===== src/rtl/sprite_pkg.sv =====
// Shared definitions for the sprite draw path: ROM word layout, screen limits, sequencer states.
package sprite_pkg;

    localparam int DX_HI      = 15;
    localparam int DX_LO      = 11;
    localparam int DY_HI      = 10;
    localparam int DY_LO      = 6;
    localparam int RSVD_HI    = 5;
    localparam int RSVD_LO    = 4;
    localparam int COL_HI     = 3;
    localparam int COL_LO     = 1;
    localparam int OPAQUE_BIT = 0;

    localparam int SCREEN_X_MAX = 159;
    localparam int SCREEN_Y_MAX = 119;

    typedef enum logic [1:0] {
        IDLE  = 2'd0,
        RUN   = 2'd1,
        DRAIN = 2'd2,
        DONE  = 2'd3
    } state_t;

endpackage


===== src/rtl/sprite_word_decode.sv =====
// Registered decode/clip of one sprite ROM word into a plot request; 1 cycle latency.
// No backpressure: x/y/colour load on every valid slot, the write strobe only for opaque on-screen pixels.
module sprite_word_decode
    import sprite_pkg::*;
#(
    parameter int         X_MAX     = SCREEN_X_MAX,
    parameter int         Y_MAX     = SCREEN_Y_MAX,
    parameter logic [2:0] BG_COLOUR = 3'b000
) (
    input  logic        clock,
    input  logic        reset,
    input  logic        vld,
    input  logic [15:0] word,
    input  logic [7:0]  ox,
    input  logic [6:0]  oy,
    input  logic        erase,
    output logic [7:0]  x,
    output logic [6:0]  y,
    output logic [2:0]  colour,
    output logic        we
);

    logic [7:0] x_q, x_d;
    logic [6:0] y_q, y_d;
    logic [2:0] colour_q, colour_d;
    logic       we_q, we_d;
    logic [8:0] x_sum;
    logic [7:0] y_sum;
    logic       on_screen;
    logic       rsvd_unused;

    assign rsvd_unused = ^word[RSVD_HI:RSVD_LO];

    always_comb begin
        // Sums are one bit wider than the screen coordinate so overflow clips instead of wrapping.
        x_sum     = {1'b0, ox} + {4'b0, word[DX_HI:DX_LO]};
        y_sum     = {1'b0, oy} + {3'b0, word[DY_HI:DY_LO]};
        on_screen = (x_sum <= 9'(X_MAX)) && (y_sum <= 8'(Y_MAX));
        x_d       = x_q;
        y_d       = y_q;
        colour_d  = colour_q;
        if (vld) begin
            x_d      = x_sum[7:0];
            y_d      = y_sum[6:0];
            colour_d = erase ? BG_COLOUR : word[COL_HI:COL_LO];
        end
        we_d = vld && word[OPAQUE_BIT] && on_screen;
    end

    always_ff @(posedge clock or posedge reset) begin
        if (reset) begin
            x_q      <= '0;
            y_q      <= '0;
            colour_q <= '0;
            we_q     <= 1'b0;
        end else begin
            x_q      <= x_d;
            y_q      <= y_d;
            colour_q <= colour_d;
            we_q     <= we_d;
        end
    end

    assign x      = x_q;
    assign y      = y_q;
    assign colour = colour_q;
    assign we     = we_q;

endmodule


===== src/rtl/sprite_draw_sequencer.sv =====
// Sweeps the sprite ROM once per start and streams decoded plot requests; first writeEn 2 cycles after start.
// No backpressure: start is honoured only in IDLE, all other starts are dropped.
module sprite_draw_sequencer
    import sprite_pkg::*;
#(
    parameter int         DEPTH     = 840,
    parameter int         ADDR_W    = 10,
    parameter int         X_MAX     = SCREEN_X_MAX,
    parameter int         Y_MAX     = SCREEN_Y_MAX,
    parameter logic [2:0] BG_COLOUR = 3'b000
) (
    input  logic              clock,
    input  logic              reset,
    input  logic              start,
    input  logic              erase,
    input  logic [7:0]        x_coord,
    input  logic [6:0]        y_coord,
    output logic [ADDR_W-1:0] addr_read,
    input  logic [15:0]       rom_word,
    output logic [7:0]        x,
    output logic [6:0]        y,
    output logic [2:0]        colour,
    output logic              writeEn,
    output logic              busy,
    output logic              done
);

    state_t            state_q, state_d;
    logic [ADDR_W-1:0] addr_q, addr_d;
    logic              vld0_q, vld0_d;
    logic              vld1_q, vld1_d;
    logic              drain_q, drain_d;
    logic              busy_q, busy_d;
    logic              done_q, done_d;
    logic [7:0]        ox_q, ox_d;
    logic [6:0]        oy_q, oy_d;
    logic              erase_q, erase_d;

    always_comb begin
        state_d = state_q;
        addr_d  = addr_q;
        vld0_d  = 1'b0;
        vld1_d  = vld0_q;
        drain_d = 1'b0;
        busy_d  = busy_q;
        done_d  = 1'b0;
        ox_d    = ox_q;
        oy_d    = oy_q;
        erase_d = erase_q;
        case (state_q)
            IDLE: begin
                busy_d = 1'b0;
                if (start) begin
                    ox_d    = x_coord;
                    oy_d    = y_coord;
                    erase_d = erase;
                    addr_d  = '0;
                    vld0_d  = 1'b1;
                    busy_d  = 1'b1;
                    state_d = RUN;
                end
            end
            RUN: begin
                if (addr_q == ADDR_W'(DEPTH - 1)) begin
                    state_d = DRAIN;
                end else begin
                    addr_d = addr_q + ADDR_W'(1);
                    vld0_d = 1'b1;
                end
            end
            DRAIN: begin
                // Two cycles: one for the ROM read, one for the decode register.
                if (drain_q) begin
                    state_d = DONE;
                    busy_d  = 1'b0;
                    done_d  = 1'b1;
                end else begin
                    drain_d = 1'b1;
                end
            end
            DONE: begin
                state_d = IDLE;
            end
            default: state_d = IDLE;
        endcase
    end

    always_ff @(posedge clock or posedge reset) begin
        if (reset) begin
            state_q <= IDLE;
            addr_q  <= '0;
            vld0_q  <= 1'b0;
            vld1_q  <= 1'b0;
            drain_q <= 1'b0;
            busy_q  <= 1'b0;
            done_q  <= 1'b0;
            ox_q    <= '0;
            oy_q    <= '0;
            erase_q <= 1'b0;
        end else begin
            state_q <= state_d;
            addr_q  <= addr_d;
            vld0_q  <= vld0_d;
            vld1_q  <= vld1_d;
            drain_q <= drain_d;
            busy_q  <= busy_d;
            done_q  <= done_d;
            ox_q    <= ox_d;
            oy_q    <= oy_d;
            erase_q <= erase_d;
        end
    end

    sprite_word_decode #(
        .X_MAX     (X_MAX),
        .Y_MAX     (Y_MAX),
        .BG_COLOUR (BG_COLOUR)
    ) u_decode (
        .clock  (clock),
        .reset  (reset),
        .vld    (vld1_q),
        .word   (rom_word),
        .ox     (ox_q),
        .oy     (oy_q),
        .erase  (erase_q),
        .x      (x),
        .y      (y),
        .colour (colour),
        .we     (writeEn)
    );

    assign addr_read = addr_q;
    assign busy      = busy_q;
    assign done      = done_q;

endmodule


===== config.mk =====
export PLATFORM = sky130hd
export DESIGN_NAME = sprite_draw_sequencer
export DESIGN_NICKNAME = d
export VERILOG_FILES = /design/src/rtl/sprite_pkg.sv /design/src/rtl/sprite_word_decode.sv /design/src/rtl/sprite_draw_sequencer.sv
export SDC_FILE = /design/constraint.sdc
export NUM_CORES = 1
export LEC_CHECK = 0
export ABC_AREA = 1
export BUFFER_PORTS_ARGS = -buffer_cell sky130_fd_sc_hd__buf_2
export CELL_PAD_IN_SITES_DETAIL_PLACEMENT = 0
export CELL_PAD_IN_SITES_GLOBAL_PLACEMENT = 1
export CORE_UTILIZATION = 35
export CTS_CLUSTER_SIZE = 10
export DETAILED_ROUTE_END_ITERATION = 16
export PLACE_DENSITY = 0.72
export SLEW_MARGIN = 0
export SYNTH_ARGS = -nofsm -noshare
export SYNTH_HDL_FRONTEND = slang
export SYNTH_SLANG_ARGS = --single-unit

===== constraint.sdc =====
create_clock -name clock -period 1.9 [get_ports clock]
set_clock_uncertainty 0.05 [all_clocks]
set_input_delay 0 -clock clock [delete_from_list [all_inputs] [get_ports clock]]
set_output_delay 0 -clock clock [all_outputs]
set_load 0.01 [all_outputs]

==> metrics.md, run 1 <==
| Metric | Value |
|---|---|
| Run status | `completed` |
| Number of flops mapped to enable cells by yosys | `0` |
| Final period utilization | `89.9%` |
| Tightest Pin Transition | `549 ps` |
| Slew Viols, Final | `0` |
| Sink Count | `52` |
| Vias | `2437` |
| Worst min-delay path category | `in2reg` |
| Final min period | `1710 ps` |
| Synth top area share | `46.1%` |
| Gp weighted congestion | `0.828` |
| Grt ovf | `0` |
| I/O pin count | `66` |
| WS Path Type | `reg2reg` |
| Achievable Freq | `585 MHz` |
| CTS Buf Count | `5` |
| Initial antenna violation count | `0` |
| Hold Fails Final Rpt | `0` |
| Yosys warnings | `0` |
| Setup crit end kind | `flip-flop` |
| Pwr Density | `1400 mW/mm2` |
| Ant. Diodes | `0` |
| Reg clk slew, reported paths | `90 ps` |
| Nets@finish | `475` |
| Final setup vio count | `0` |
| Distinct cells, synth | `30` |
| P_leak | `0.00186 uW` |
| Final wirelength | `5950 um` |
| Via/cell ratio | `4.63` |
| MaxCap Viol Count | `0` |
| Vias in the first global route | `2330` |
| DRC | `0` |
| DIE AREA | `0.00842 mm2` |
| Area used by multi-input combinational logic | `0.00137 mm2` |
| Main synth FF type | `dfrtp_1` |
| Count leader, synth | `nand2_1` |
| Seq/Total Area, Yosys | `46.1%` |
| Initial Utilization | `36.3%` |
| Synth top cells by count | `nand2_1, dfrtp_1, inv_1` |
| Setup Slack @ Placement | `74.5 ps` |
| Clock buffer depth | `2` |
| Area contributors post-synth | `dfrtp_1, nand2_1, ha_1` |
| H-tree levels | `2` |
| Layout cell share with drive strength beyond 1 | `25.5%` |
| Pwr Total | `5040 uW` |
| CTS tree | `built` |
| Fin Setup TNS | `0 ps` |
| # rows | `32` |
| Die span in y | `91.8 um` |
| Detail Placement HPWL | `4520 um` |
| FFs w/ async S/R, synth | `100%` |
| Largest net degree at the start of global routing | `28` |
| Synth Register Bits | `52` |
| Cell Area, Synth | `0.00282 mm2` |
| GRT Util Overall | `15.4%` |
| Fillers | `804` |
| Initial detailed-routing violation count | `70` |
| Synth area leader | `dfrtp_1` |
| Startpoint class of the critical path | `flip-flop` |
| Rel. slew slack | `63.3%` |
| Clk_lat worst skew | `300 ps` |
| Layout overhead on the synthesized area | `28.0%` |
| Arr. time, crit path | `1860 ps` |
| Req. time, crit path | `2050 ps` |
| Avg Inst Size Synth | `8.47 um2` |
| Peak supply drop | `496 uV` |
| Die extent in x | `91.8 um` |
| Antenna-violating nets left | `0` |
| Seq. cell area | `0.00130 mm2` |
| Global-route wire length before repair | `10500 um` |
| CP max FO | `3` |
| Root buf cell | `clkbuf_8` |
| Final worst setup slack | `191 ps` |
| Layout Cells excl Fill | `526` |
| Port buffer count | `63` |
| # placed instances | `497` |
| RSZ-0062 raised after global routing | `no` |
| Fin Hold WS | `72.8 ps` |
| Placeable Area | `0.00777 mm2` |
| Wirelength per Cell | `11.3 um` |
| Synth Instances | `333` |
| Syn nets | `384` |
| Detailed Routing Iterations Pass 1 | `4` |
## power breakdown
part           internal [uW]  switching [uW]  total, uW
registers               1570             277       1840
logic                   1060            1460       2520
clock network            325             351        677
total                   2950            2090       5040
## critical path, cell delays in order (launching register included)
cell and delay (ps):
dfrtp_1 390, ha_2 200, fa_2 360, nand3_1 110, nand2_1 60, nand2_1 50, nand2_1 60, nor2_1 110
nand3_1 70, nor2_1 90, nor2_1 50
## path summary, 6_finish.rpt
kind | start | slack, ps | cells after the start | endpoint
worst min register to register | vld0_q$_DFF_PP0_ | 310 | 0 | vld1_q$_DFF_PP0_
max in group asynchronous | reset | 960 | 4 | oy_q[4]$_DFFE_PP0P_
min in group asynchronous | reset | 230 | 3 | busy$_DFFE_PP0P_
worst min-delay path | rom_word[0] | 70 | 6 | u_decode.we$_DFF_PP0_
worst max-delay path | oy_q[0]$_DFFE_PP0P_ | 190 | 10 | u_decode.we$_DFF_PP0_
worst max register to register | oy_q[0]$_DFFE_PP0P_ | 190 | 10 | u_decode.we$_DFF_PP0_
## cells by family after synthesis
logic type	synth area share [%]
buffers and inverters	5.94
muxes	4.39
xor gates and xnor gates	1.86
and+or+nand+nor	26.4
AOI/OAI and AO/OA	7.63
adders and majority gates	7.63
DFF	46.1
## routing by layer
layer	part of all wire [%]	track usage [%]
met1	49	20.3
met4	0.77	3.26
met5	0	0
met3	4.2	3.23
met2	46	26.0
## final cells by class
class	instances	share of cell area, %
Multi-Input combinational cell	240	37.8
Sequential cell	52	36.0
Tap cell	102	3.53
Timing Repair Buffer	91	16.4
Inverter	34	3.53
Clock buffer	7	2.67
## flip-flops by register name, indices dropped and copies added (netlist names)
name / count
busy: 1
state_q: 2
done: 1
u_decode.we: 1
u_decode.colour: 3
ox_q: 8
vld0_q: 1
oy_q: 7
vld1_q: 1
u_decode.y: 7
drain_q: 1
erase_q: 1
u_decode.x: 8
addr_read: 10
## timing repair
item,in CTS,in global routing
resized for setup,0,5
setup buffers,0,0
hold buffers,22,0
endpoints found under the setup margin,0,1
hold endpoints to repair,45,0
## cell usage in the layout, fill, tap and decap left out, types with 4 or more instances in the layout
cell type | netlist | routed
mux2_2 | 11 | 11
ha_1 | 14 | 12
nor2_1 | 15 | 15
inv_1 | 31 | 30
nor3_1 | 6 | 6
nand3_1 | 24 | 24
nand4_1 | 10 | 10
o21ai_1 | 10 | 10
buf_2 | 2 | 63
buf_4 | 0 | 5
or2_2 | 4 | 4
o21ai_0 | 15 | 15
dfrtp_1 | 52 | 52
dlygate4sd3_1 | 0 | 22
nand2_1 | 99 | 99
clkbuf_8 | 0 | 7
a21oi_1 | 9 | 8
## stage by stage
step / util (%) / cell area (um2)
after CTS: 46.3 / 3600
after global routing: 46.5 / 3610
after floorplan: - / 2820
after global placement: 42.3 / 3280
final: 46.5 / 3610
after detailed placement: 42.3 / 3280
Power figures use the tool's default switching activity.
==> run 2: changes to the inputs <==
- PLACE_DENSITY: 0.72 -> unset
- PLACE_DENSITY_LB_ADDON: unset -> 0.1
- RECOVER_POWER: unset -> 25
==> metrics.md, run 2 (same netlist as run 1, synthesis figures left out) <==
| Metric | Value |
|---|---|
| Run status | `completed` |
| Worst min-delay path category | `in2reg` |
| Arr. time, crit path | `1950 ps (+90 ps)` |
| CTS tree | `built` |
| Setup Slack @ Placement | `40.1 ps (-34.4 ps)` |
| RSZ-0062 raised after global routing | `yes` |
| Via/cell ratio | `4.58 (-1.1%)` |
| Die extent in x | `91.8 um (unchanged)` |
| Critical-path cell list | `ha_4 -> fa_2 -> buf_4 -> nand4_1 -> nand3_1 -> nand2_1 -> nand3_1 -> nor2_1 -> nor2_1` |
| Final wirelength | `6230 um (+4.8%)` |
| Layout cell share with drive strength beyond 1 | `19.8% (-5.7 points)` |
| Clock buffer depth | `2 (unchanged)` |
| Achievable Freq | `557 MHz (-4.9%)` |
| Sink Count | `52 (unchanged)` |
| Nets@finish | `480 (+1.1%)` |
| Gp weighted congestion | `0.776 (-6.3%)` |
| Most frequent cells in the layout | `nand2_1, dfrtp_1, buf_2, inv_1, clkbuf_1` |
| Reg clk slew, reported paths | `90 ps (about the same)` |
| Antenna-violating nets left | `0 (unchanged)` |
| CP max FO | `3 (unchanged)` |
| Port buffer count | `63 (unchanged)` |
| P_leak | `0.00179 uW (-3.7%)` |
| Setup crit end kind | `flip-flop` |
| Slew Viols, Final | `0 (unchanged)` |
| Final period utilization | `94.6% (+4.6 points)` |
| Pwr Density | `1430 mW/mm2 (+2.3%)` |
| Largest net degree at the start of global routing | `53 (+89%)` |
| CP max-delay cell | `dfrtp_1` |
| Die span in y | `91.8 um (unchanged)` |
| Grt ovf | `0 (unchanged)` |
| Vias in the first global route | `2490 (+6.9%)` |
| Root buf cell | `clkbuf_8` |
| I/O pin count | `66 (unchanged)` |
| DIE AREA | `0.00842 mm2 (unchanged)` |
| H-tree levels | `2 (unchanged)` |
| DRC | `0 (unchanged)` |
| Final min period | `1800 ps (+88.2 ps)` |
| Detail Placement HPWL | `4520 um (-0.12%)` |
| Req. time, crit path | `2050 ps (about the same)` |
| Vias | `2437 (unchanged)` |
| Startpoint class of the critical path | `flip-flop` |
| MaxCap Viol Count | `0 (unchanged)` |
| WS Path Type | `reg2reg` |
| Rel. slew slack | `13.8% (-49 points)` |
| Ant. Diodes | `0 (unchanged)` |
| Final worst setup slack | `103 ps (-88.2 ps)` |
| GRT Util Overall | `16.3% (+0.92 points)` |
| Clk_lat worst skew | `300 ps (about the same)` |
| Pwr Total | `5180 uW (+2.7%)` |
| Largest register FFs | `10 (unchanged)` |
| Placeable Area | `0.00777 mm2 (unchanged)` |
| Layout overhead on the synthesized area | `28.5%` |
| CTS Buf Count | `5 (unchanged)` |
| Final core occ | `46.7% (+0.18 points)` |
| Global-route wire length before repair | `11200 um (+6.0%)` |
| Wirelength per Cell | `11.7 um (+3.6%)` |
| Initial Utilization | `36.3% (unchanged)` |
| Fin Setup TNS | `0 ps (unchanged)` |
| Commonest non-fill, non-tap cell in the layout | `nand2_1` |
| Peak supply drop | `606 uV (+22%)` |
| Initial detailed-routing violation count | `100 (+43%)` |
| Hold Fails Final Rpt | `0 (unchanged)` |
| Crit-path max cell delay | `430 ps (+40 ps)` |
| Detailed Routing Iterations Pass 1 | `4 (unchanged)` |
| Final setup vio count | `0 (unchanged)` |
| Initial antenna violation count | `0 (unchanged)` |
| Tightest Pin Transition | `1290 ps (+743 ps)` |
| # rows | `32 (unchanged)` |
-- run 2: cell types whose count changed in the layout (fill, tap and decap cells not counted), sizes merged --
cell,before,now
buf,69,46
bufinv,0,1
clkbuf,7,33
clkinv,1,2
clkinvlp,0,1
-- run 2: through the flow --
step	hold slack, ps	cells	area (um2)
floorplan	79.1	333	2820
global placement	181	498	3280
detailed placement	183	498	3280
CTS	42.2	528	3610
global route	72.7	532	3630
finish	64.1	532	3630
-- run 2: final cells by class --
cell class                      count  area [um2]
Inverter                           34         128
Fill cell                         824        4140
Clock inverter                      3        42.5
Clock buffer                        5        68.8
Multi-Input combinational cell    240        1380
Tap cell                          102         128
Sequential cell                    52        1300
Timing Repair Buffer               96         582
-- run 2: report_power, final --
group          internal [uW]  switching, uW
registers               1570            292
clock network            390            363
logic                   1060           1500
total                   3020           2160
-- run 2: critical path, delay by kind of cell, from the launching register on --
family	cells	cell delay, ps
AND/OR/NAND/NOR	6	470
adder cells (fa/ha/maj)	2	600
buffers and inverters	1	140
flip-flops	1	430
-- run 2: timing repair --
action,in CTS,in global routing
endpoints found under the setup margin,0,1
setup buffers,0,4
endpoints found under the hold margin,73,0
hold buffers,22,0
gates resized for setup,0,5
-- run 2: final timing paths --
check	start	endpoint	slack (ps)	cells after the start
worst min register to register	vld0_q$_DFF_PP0_	vld1_q$_DFF_PP0_	300	0
worst max register to register	oy_q[0]$_DFFE_PP0P_	u_decode.we$_DFF_PP0_	100	9
worst max-delay path	oy_q[0]$_DFFE_PP0P_	u_decode.we$_DFF_PP0_	100	9
max in group asynchronous	reset	u_decode.x[7]$_DFFE_PP0P_	400	4
min in group asynchronous	reset	done$_DFF_PP0_	610	4
worst min-delay path	rom_word[0]	u_decode.we$_DFF_PP0_	60	6
-- run 2: layer usage --
| metal | up-vias | part of all wire, % | track usage (%) |
|---|---|---|---|
| met5 | - | 0 | 0 |
| met1 | 1107 | 49 | 21.6 |
| met3 | 4 | 3.9 | 3.32 |
| li1 | 1276 | - | - |
| met2 | 50 | 46 | 27.6 |
| met4 | 0 | 0.72 | 3.26 |
==> run 3: changes to the inputs <==
- CORE_ASPECT_RATIO: unset -> 0.5
==> metrics.md, run 3 (same netlist as run 1, synthesis figures left out) <==
| Metric | Value |
|---|---|
| Worst Path Buf+Inv | `1 (unchanged)` |
| Antenna-violating nets left | `0 (unchanged)` |
| H-tree levels | `2 (unchanged)` |
| Gp weighted congestion | `0.860 (+11%)` |
| Hold Fails Final Rpt | `0 (unchanged)` |
| Sw power | `2170 uW (+0.39%)` |
| Worst path top cell family by delay | `adder cells` |
| WS Path Type | `reg2reg` |
| Layout overhead on the synthesized area | `31.0%` |
| Clk_lat worst skew | `290 ps (about the same)` |
| Final period utilization | `93.2% (-1.4 points)` |
| Layout Cells excl Fill | `534 (+0.38%)` |
| RSZ-0062 raised after global routing | `no` |
| DIE AREA | `0.00845 mm2 (+0.25%)` |
| Detail Placement HPWL | `4680 um (+3.5%)` |
| Die span in y | `65.5 um (-29%)` |
| CP max FO | `3 (unchanged)` |
| Ant. Diodes | `0 (unchanged)` |
| Sw Ratio | `40.3% (-1.4 points)` |
| Vias in the first global route | `2385 (-4.2%)` |
| CTS tree | `built` |
| CP max-delay cell | `fa_2` |
| Fin area | `0.00370 mm2 (+1.9%)` |
| Most frequent cells in the layout | `nand2_1, buf_2, dfrtp_1, inv_1` |
| Req. time, crit path | `2030 ps (-20 ps)` |
| Die extent in x | `129 um (+41%)` |
| Initial antenna violation count | `0 (unchanged)` |
| Commonest non-fill, non-tap cell in the layout | `nand2_1` |
| Fin Setup TNS | `0 ps (unchanged)` |
| Rel. slew slack | `61.1% (+47 points)` |
| Sink Count | `52 (unchanged)` |
| Reg clk slew, reported paths | `60 ps (-30 ps)` |
| Sequential share of power | `34.6% (-1.3 points)` |
| Final min period | `1770 ps (-26.1 ps)` |
| Clock buffer depth | `2 (unchanged)` |
| CTS Buf Count | `5 (unchanged)` |
| Placed cell areas | `0.00329 mm2 (+0.53%)` |
| I/O pin count | `66 (unchanged)` |
| Achievable Freq | `565 MHz (+1.5%)` |
| Via/cell ratio | `4.63 (+1.1%)` |
| CP Depth | `9 (unchanged)` |
| Final wirelength | `6420 um (+3.0%)` |
| # rows | `22 (-31%)` |
| Internal power | `3210 uW (+6.2%)` |
| Arr. time, crit path | `1900 ps (-50 ps)` |
| Peak supply drop | `490 uV (-19%)` |
| Initial Utilization | `37.3% (+0.95 points)` |
| Crit-path max cell delay | `410 ps (-20 ps)` |
| Grt ovf | `0 (unchanged)` |
| P_leak | `0.00190 uW (+5.9%)` |
| Nets@finish | `477 (-0.63%)` |
| Detailed Routing Iterations Pass 1 | `4 (unchanged)` |
| Final setup vio count | `0 (unchanged)` |
| Largest net degree at the start of global routing | `44 (-17%)` |
| Root buf cell | `clkbuf_16` |
| Clk pwr share | `17.3% (+2.8 points)` |
| Wirelength per Cell | `12.0 um (+2.6%)` |
| Layout cell share with drive strength beyond 1 | `25.4% (+5.6 points)` |
| Setup crit end kind | `flip-flop` |
| Hold Crit Depth | `6 (unchanged)` |
| Pwr Density | `1450 mW/mm2 (+1.8%)` |
| Startpoint class of the critical path | `flip-flop` |
| Largest register FFs | `10 (unchanged)` |
| Placeable Area | `0.00757 mm2 (-2.5%)` |
| Fillers | `777 (-5.7%)` |
| Vias | `2473 (+1.5%)` |
| GRT Util Overall | `16.9% (+0.66 points)` |
| Gate power share | `48.1% (-1.4 points)` |
| DRC | `0 (unchanged)` |
| Global-route wire length before repair | `10900 um (-2.0%)` |
| Tightest Pin Transition | `583 ps (-709 ps)` |
| Final core occ | `48.8% (+2.1 points)` |
| Worst min-delay path category | `in2reg` |
| Run status | `completed` |
| Initial detailed-routing violation count | `105 (+5.0%)` |
| Critical-path cell list | `ha_2 -> fa_2 -> buf_4 -> nand4_1 -> nand3_1 -> nand2_1 -> nand3_1 -> nor2_1 -> nor2_1` |
| MaxCap Viol Count | `0 (unchanged)` |
| # placed instances | `502 (+0.80%)` |
| Slew Viols, Final | `0 (unchanged)` |
| R2R cell count | `9 (unchanged)` |
| Port buffer count | `63 (unchanged)` |
==> run 3: worst paths after layout <==
path	end	from	slack, ps
worst max register to register	u_decode.we$_DFF_PP0_	oy_q[0]$_DFFE_PP0P_	130
max in group asynchronous	u_decode.colour[2]$_DFFE_PP0P_	reset	650
min in group asynchronous	drain_q$_DFF_PP0_	reset	190
worst min register to register	vld1_q$_DFF_PP0_	vld0_q$_DFF_PP0_	300
worst min-delay path	u_decode.we$_DFF_PP0_	rom_word[0]	80
worst max-delay path	u_decode.we$_DFF_PP0_	oy_q[0]$_DFFE_PP0P_	130
==> run 3: what timing repair did <==
action	CTS	global route
hold buffers	23	0
endpoints found under the setup margin	0	1
endpoints found under the hold margin	74	0
resized for setup	0	5
buffers inserted	0	2
==> run 3: worst min-delay path, stage by stage <==
cell      delay (ps)
buf_2            100
nand2_1           50
nand3b_1         100
nor2_1            40
nand2_1           60
nor2_1            40
==> run 3: power groups by stage <==
stage / sequential (uW) / clock, uW / combinational [uW]
after detailed placement: 1880 / 0 / 2530
after floorplan: 1940 / 0 / 1740
after CTS: 1870 / 959 / 2580
final: 1860 / 929 / 2580
after global placement: 1870 / 0 / 2500
after global routing: 1930 / 1010 / 2980
==> run 3: metal layers <==
metal	up-vias	global-route usage (%)	share of wire, %
met1	1136	22.5	51
met5	-	0	0
met4	0	3.97	0.79
met3	8	4.40	4.2
met2	46	27.8	44
li1	1283	-	-
==> run 3: final cells by class <==
| type | instances | area (um2) | share of cell area (%) |
|---|---|---|---|
| Multi-Input combinational cell | 240 | 1370 | 37.0 |
| Sequential cell | 52 | 1300 | 35.2 |
| Timing Repair Buffer | 93 | 611 | 16.5 |
| Clock buffer | 7 | 153 | 4.13 |
| Tap cell | 108 | 135 | 3.66 |
| Inverter | 34 | 128 | 3.45 |
==> run 3: per-stage QoR <==
stage	worst slack [ps]	power, uW	hold WS [ps]
2_1_floorplan	224	3680	79.1
3_3_place_gp	119	4370	-117
3_5_place_dp	86.4	4410	-106
4_1_cts	72.2	5400	60.6
5_1_grt	5.70	5910	114
6_report	129	5370	83.9
